===== src/rtl/keypad_code_entry_pkg.sv =====
// Shared safe definitions: keypad key codes and code-entry state encoding.
package keypad_code_entry_pkg;

    localparam logic [4:0] KEY_CLEAR     = 5'h10;
    localparam logic [4:0] KEY_ENTER     = 5'h11;
    localparam logic [4:0] KEY_BACKSPACE = 5'h12;

    typedef enum logic [1:0] {
        StIdle,
        StEntry,
        StPresent
    } entry_state_e;

    function automatic logic is_digit(input logic [4:0] key);
        return key[4] == 1'b0;
    endfunction

    // Digits plus CLEAR/ENTER/BACKSPACE; everything above is reserved.
    function automatic logic is_known(input logic [4:0] key);
        return key <= KEY_BACKSPACE;
    endfunction

endpackage


===== src/rtl/entry_timer.sv =====
// Inter-key idle timer: pulses expired once TIMEOUT_CYCLES enabled cycles pass without a restart.
module entry_timer #(
    parameter int unsigned TIMEOUT_CYCLES = 50_000_000
) (
    input  logic clk,
    input  logic rst,
    input  logic restart,
    input  logic enable,
    output logic expired
);

    localparam int unsigned TW = (TIMEOUT_CYCLES > 1) ? $clog2(TIMEOUT_CYCLES) : 1;
    localparam logic [TW-1:0] LAST = TW'(TIMEOUT_CYCLES - 1);

    logic [TW-1:0] cnt;

    always_ff @(posedge clk or negedge rst) begin
        if (!rst) begin
            cnt <= '0;
        end else if (restart || !enable) begin
            cnt <= '0;
        end else if (cnt != LAST) begin
            cnt <= cnt + 1'b1;
        end
    end

    // A key arriving on the expiry cycle wins over the timeout.
    assign expired = enable && !restart && (cnt == LAST);

endmodule


===== src/rtl/keypad_code_entry.sv =====
// Keypad code entry: collects hex digits, presents a complete code until acknowledged.
module keypad_code_entry
    import keypad_code_entry_pkg::*;
#(
    parameter int unsigned DIGITS         = 8,
    parameter int unsigned TIMEOUT_CYCLES = 50_000_000
) (
    input  logic                         clk,
    input  logic                         rst,
    input  logic                         key_valid,
    input  logic [4:0]                   key_code,
    input  logic                         lock_in,
    input  logic                         code_ack,
    output logic [4*DIGITS-1:0]          entered_code,
    output logic                         code_valid,
    output logic [$clog2(DIGITS+1)-1:0]  digit_count,
    output logic                         entry_error
);

    localparam int unsigned BW = 4 * DIGITS;
    localparam int unsigned CW = $clog2(DIGITS + 1);
    localparam logic [CW-1:0] FULL = CW'(DIGITS);

    entry_state_e  state;
    logic [BW-1:0] buffer;
    logic [CW-1:0] count;
    logic          key_taken;
    logic          timer_expired;

    assign key_taken = (state != StPresent) && key_valid && !lock_in && is_known(key_code);

    entry_timer #(
        .TIMEOUT_CYCLES (TIMEOUT_CYCLES)
    ) u_entry_timer (
        .clk     (clk),
        .rst     (rst),
        .restart (key_taken),
        .enable  (state == StEntry),
        .expired (timer_expired)
    );

    always_ff @(posedge clk or negedge rst) begin
        if (!rst) begin
            state        <= StIdle;
            buffer       <= '0;
            count        <= '0;
            entered_code <= '0;
            code_valid   <= 1'b0;
            digit_count  <= '0;
            entry_error  <= 1'b0;
        end else begin
            entry_error <= 1'b0;
            unique case (state)
                StPresent: begin
                    if (code_ack) begin
                        state        <= StIdle;
                        buffer       <= '0;
                        count        <= '0;
                        entered_code <= '0;
                        code_valid   <= 1'b0;
                        digit_count  <= '0;
                    end
                end
                default: begin
                    if (lock_in) begin
                        state       <= StIdle;
                        buffer      <= '0;
                        count       <= '0;
                        digit_count <= '0;
                    end else if (key_taken && is_digit(key_code)) begin
                        if (count == FULL) begin
                            entry_error <= 1'b1;
                        end else begin
                            state       <= StEntry;
                            buffer      <= {buffer[BW-5:0], key_code[3:0]};
                            count       <= count + 1'b1;
                            digit_count <= count + 1'b1;
                        end
                    end else if (key_taken && key_code == KEY_ENTER && count == FULL) begin
                        state        <= StPresent;
                        entered_code <= buffer;
                        code_valid   <= 1'b1;
                        digit_count  <= FULL;
                    end else if (key_taken && key_code == KEY_BACKSPACE) begin
                        if (count != '0) begin
                            buffer      <= {4'h0, buffer[BW-1:4]};
                            count       <= count - 1'b1;
                            digit_count <= count - 1'b1;
                            if (count == CW'(1)) begin
                                state <= StIdle;
                            end
                        end
                    end else if (key_taken || timer_expired) begin
                        // CLEAR, short ENTER or timeout; only CLEAR is silent.
                        entry_error <= !(key_taken && key_code == KEY_CLEAR);
                        state       <= StIdle;
                        buffer      <= '0;
                        count       <= '0;
                        digit_count <= '0;
                    end
                end
            endcase
        end
    end

endmodule


===== config.mk =====
export PLATFORM = sky130hd
export DESIGN_NAME = keypad_code_entry
export DESIGN_NICKNAME = d
export VERILOG_FILES = /design/src/rtl/keypad_code_entry_pkg.sv /design/src/rtl/entry_timer.sv /design/src/rtl/keypad_code_entry.sv
export SDC_FILE = /design/constraint.sdc
export NUM_CORES = 1
export LEC_CHECK = 0
export CORE_MARGIN = 5
export CORE_UTILIZATION = 30
export DETAILED_ROUTE_END_ITERATION = 10
export PLACE_DENSITY = 0.59
export REMOVE_ABC_BUFFERS = 1
export SYNTH_ARGS = -nofsm -noshare
export SYNTH_HDL_FRONTEND = slang
export SYNTH_HIERARCHICAL = 1
export SYNTH_SLANG_ARGS = --single-unit

===== constraint.sdc =====
create_clock -name clk -period 3.15 [get_ports clk]
set_clock_uncertainty 0.05 [all_clocks]
set_input_delay 0.945 -clock clk [delete_from_list [all_inputs] [get_ports clk]]
set_output_delay 0.945 -clock clk [all_outputs]
set_load 0.01 [all_outputs]

==> flow_metrics.tcl <==
set metrics [dict create \
    status "complete, no violations" \
    die_area_um2 19300 \
    totalWireLength_um 11800 \
    drc_violations 0 \
    worst_pin_slew_ns 0.667 \
    min_from "buffer[31]" \
    post-route-worst-setup-slack_ns 0.124 \
    finalCritPeriodShare_pct 96.1 \
    intPower_uw 2070 \
    wp_data_arrival_ns 3.21 \
    top_layer "met4" \
    cts.sinks 102 \
    timing.hold.worst_endpoint "entered_code[31]" \
    clock_tree.root_cell "sky130_fd_sc_hd__clkbuf_16" \
    reg2reg_slack_ns 0.12 \
    yosys.area_share.xor_xnor_pct 3.52 \
    grt_pass1_vias 4022 \
    netlist.area_leader.share_pct 51.3 \
    cts-buffers-inserted 9 \
    cts_tree "done" \
    hold_path_class "reg2reg" \
    io_buffers 47 \
    rsz0062_at_grt "false" \
    core_area_um2 16400 \
    area_fraction_in_compound_gates_after_synthesis_pct 13.5 \
    cts_hold_buf 0 \
    setup-violations-final 0 \
    hold_violations 0 \
    clock.fmax_ghz 0.330 \
    ys_ff_latch 102 \
    clk_latency_ns 0.35 \
    cells_after_synth 482 \
    fin_nets 572 \
    yosysMostFrequentCell "sky130_fd_sc_hd__dfrtp_1" \
    ys_async_sr_fraction_pct 100 \
    synth_flop_cell "sky130_fd_sc_hd__dfrtp_1" \
    grt_start_max_net_pins 53 \
    vdd.ir_drop.worst_mv 0.273 \
    final_layout_size_suffix_gt1_share_pct 18.8 \
    synth_top_cell_by_area "sky130_fd_sc_hd__dfrtp_1" \
    pre_cts_slack_ns -0.535 \
    power.share.combinational_pct 8.2 \
    groute.usage.overall_pct 13.0 \
    worst_path_max_delay_cell "sky130_fd_sc_hd__or4_4" \
    register_area_share_after_synthesis_pct 51.3 \
    rows 47 \
    syn-cell-area_um2 4970 \
    power.leakage_uw 0.00277 \
    clkPwrFrac_pct 42.0 \
    cp_data_required_time_ns 3.33 \
    hold-path-cell-count 2 \
    share_of_power_burned_in_registers_pct 49.8 \
    post_synth_fa_ha_maj_area_fraction_pct 1.51 \
    io-pin-count 48 \
    switching_fraction_pct 23.1 \
    netSwitchingPower_uw 623 \
    drt-initial-drc-count 204 \
    setup_total_negative_slack_ns 0 \
    chipHeight_um 139 \
    most_frequent_cells_after_synthesis "sky130_fd_sc_hd__dfrtp_1, sky130_fd_sc_hd__nand2_1, sky130_fd_sc_hd__o21ai_0, sky130_fd_sc_hd__mux2_2, sky130_fd_sc_hd__nor2_1" \
    met3_wirelength_um 398 \
    post_synth_main_area_contributors "sky130_fd_sc_hd__dfrtp_1, sky130_fd_sc_hd__mux2_2, sky130_fd_sc_hd__nand2_1, sky130_fd_sc_hd__a22o_1, sky130_fd_sc_hd__o21ai_0" \
    route.layer.met1.wl_um 5360 \
    worst_setup_path_end_kind "flip-flop" \
    worstSetupStartpointType "flip-flop" \
    ctsLongestPathBuffers 2 \
    route.met2.wl_um 5880 \
    place_congestion 0.822 \
    finalCriticalPeriod_ns 3.03 \
    first_pass_iters 6 \
    initial_utilization_pct 30.3 \
    synthMuxAreaShare_pct 8.28 \
    grt_pass1_wl_um 20600 \
    slew_viol_final 0 \
    globalRoute.totalOverflow 0 \
    post-route-util_pct 38.6 \
    clock_tree.htree_level_count 3 \
    worst-setup-path-type "reg2reg" \
    critical_path.max_fanout 10 \
    max_cap_violation_count 0 \
    clk_pin_slew_worst_paths_ns 0.07 \
    synth_enable_flop_cells 0 \
    synth_warnings 6 \
    wire_per_inst_um 15.2 \
    crit-reg2reg-capture "buffer[5]" \
    crit_chain "or4b_4, or4_4, nor3_4, nor3_2, a221oi_2, o21a_4, buf_12, buf_12, mux2_2" \
    route.vias.total 3815 \
    layout-area-overhead-vs-synth_pct 27.2 \
    viasPerCell 4.89 \
    antenna_cells 0 \
    antenna_found_initial 0 \
    yosys.area_share.simple_pct 17.7 \
    critPathMaxStageDelay_ns 0.56 \
    ff2ff_path_depth 9 \
    place.detailed.hpwl_um 7960 \
    crit_top_cell "sky130_fd_sc_hd__buf_12" \
    ant_nets 0 \
    floorplan.die.width_um 139 \
    synth_top_family_by_area "simple AND/OR/NAND/NOR gates" \
    post_synth.cell_area_avg_um2 10.3 \
    rr_startpoint "u_entry_timer/cnt[18]" \
    max-slew-margin-rel_pct 55.5 \
    power_density_nw_per_um2 426 \
    ys_types 55 \
]
## per-stage QoR
stage / hold slack, ns / instances / power, uW / cell area, um^2
finish: 0.447 / 780 / 2700 / 6330
global route: 0.492 / 780 / 2800 / 6330
CTS: 0.449 / 780 / 2730 / 6360
detailed placement: 0.428 / 753 / 1560 / 5850
global placement: 0.424 / 753 / 1560 / 5850
floorplan: 0.400 / 456 / 1450 / 4820
## final cells by class
cell class	instances	area, um^2
flip-flops and latches	102	2550
clock buffers	11	243
inverters	14	52.6
clock inverters	4	55.1
repair buffers	89	902
multi-input cells	340	2250
fillers	1627	10100
well taps	220	275
## metal layers
metal / vias up / track usage, %
li1: 1858 / -
met2: 66 / 22.5
met3: 16 / 3.17
met4: 0 / 4.12
met5: - / 0
met1: 1875 / 16.0
## cell usage in the layout (no fill, tap or decap), types with 6 or more instances in the layout
cell type                         instances
sky130_fd_sc_hd__dfrtp_1                102
sky130_fd_sc_hd__nand2_1                 83
sky130_fd_sc_hd__o21ai_0                 41
sky130_fd_sc_hd__clkdlybuf4s50_1         39
sky130_fd_sc_hd__buf_4                   34
sky130_fd_sc_hd__mux2_2                  29
sky130_fd_sc_hd__nor2_1                  28
sky130_fd_sc_hd__a22o_1                  27
sky130_fd_sc_hd__xor2_1                  16
sky130_fd_sc_hd__inv_1                   14
sky130_fd_sc_hd__nand3_1                 14
sky130_fd_sc_hd__nand4_1                 10
sky130_fd_sc_hd__clkbuf_16                9
sky130_fd_sc_hd__mux2i_1                  7
sky130_fd_sc_hd__buf_12                   7
sky130_fd_sc_hd__nor3_1                   6
sky130_fd_sc_hd__ha_1                     6
## cells by family after synthesis
group	after synthesis
adders and majority gates	6
and+or+nand+nor	180
DFF	102
buffers and inverters	40
muxes	37
AOI/OAI and AO/OA	97
xor gates and xnor gates	20
## sequential cells by signal (all words and copies together), names as in the netlist
| register | count |
|---|---|
| buffer | 32 |
| code_valid | 1 |
| count | 4 |
| digit_count | 4 |
| entered_code | 32 |
| entry_error | 1 |
| state | 2 |
| u_entry_timer/cnt | 26 |
## critical path: cells and delay by family, from the launching register on
| kind | cells | cell delay (ns) |
|---|---|---|
| AO/OA/AOI/OAI | 2 | 0.51 |
| buffers and inverters | 2 | 0.26 |
| multiplexers | 1 | 0.33 |
| flip-flops | 1 | 0.38 |
| AND/OR/NAND/NOR | 4 | 1.37 |
## power groups by stage
stage               registers (uW)  logic, uW  clock network (uW)
floorplan                     1370       84.5                   0
global placement              1370        191                   0
detailed placement            1370        195                   0
CTS                           1340        233                1160
global route                  1350        243                1210
finish                        1340        220                1130
## repair_timing
action / CTS / global route
gates resized for setup: 13 / 7
buffers inserted: 9 / 2
cloned: 3 / 0
pin swaps: 5 / 5
endpoints found under the setup margin: 35 / 33
## how the worst max path moves through the flow
| stage | depth (start not counted) | slack [ns] | endpoint | start |
|---|---|---|---|---|
| CTS | 10 | 0.01 | buffer[25] | u_entry_timer/cnt[8] |
| floorplan | 4 | -0.57 | entered_code[0] | lock_in |
| global route | 9 | 0.002 | buffer[17] | u_entry_timer/cnt[18] |
| finish | 9 | 0.12 | buffer[5] | u_entry_timer/cnt[18] |
| global placement | 11 | -0.43 | buffer[17] | key_code[0] |
| detailed placement | 11 | -0.53 | buffer[15] | key_code[0] |
(Power assumes the default switching activity.)
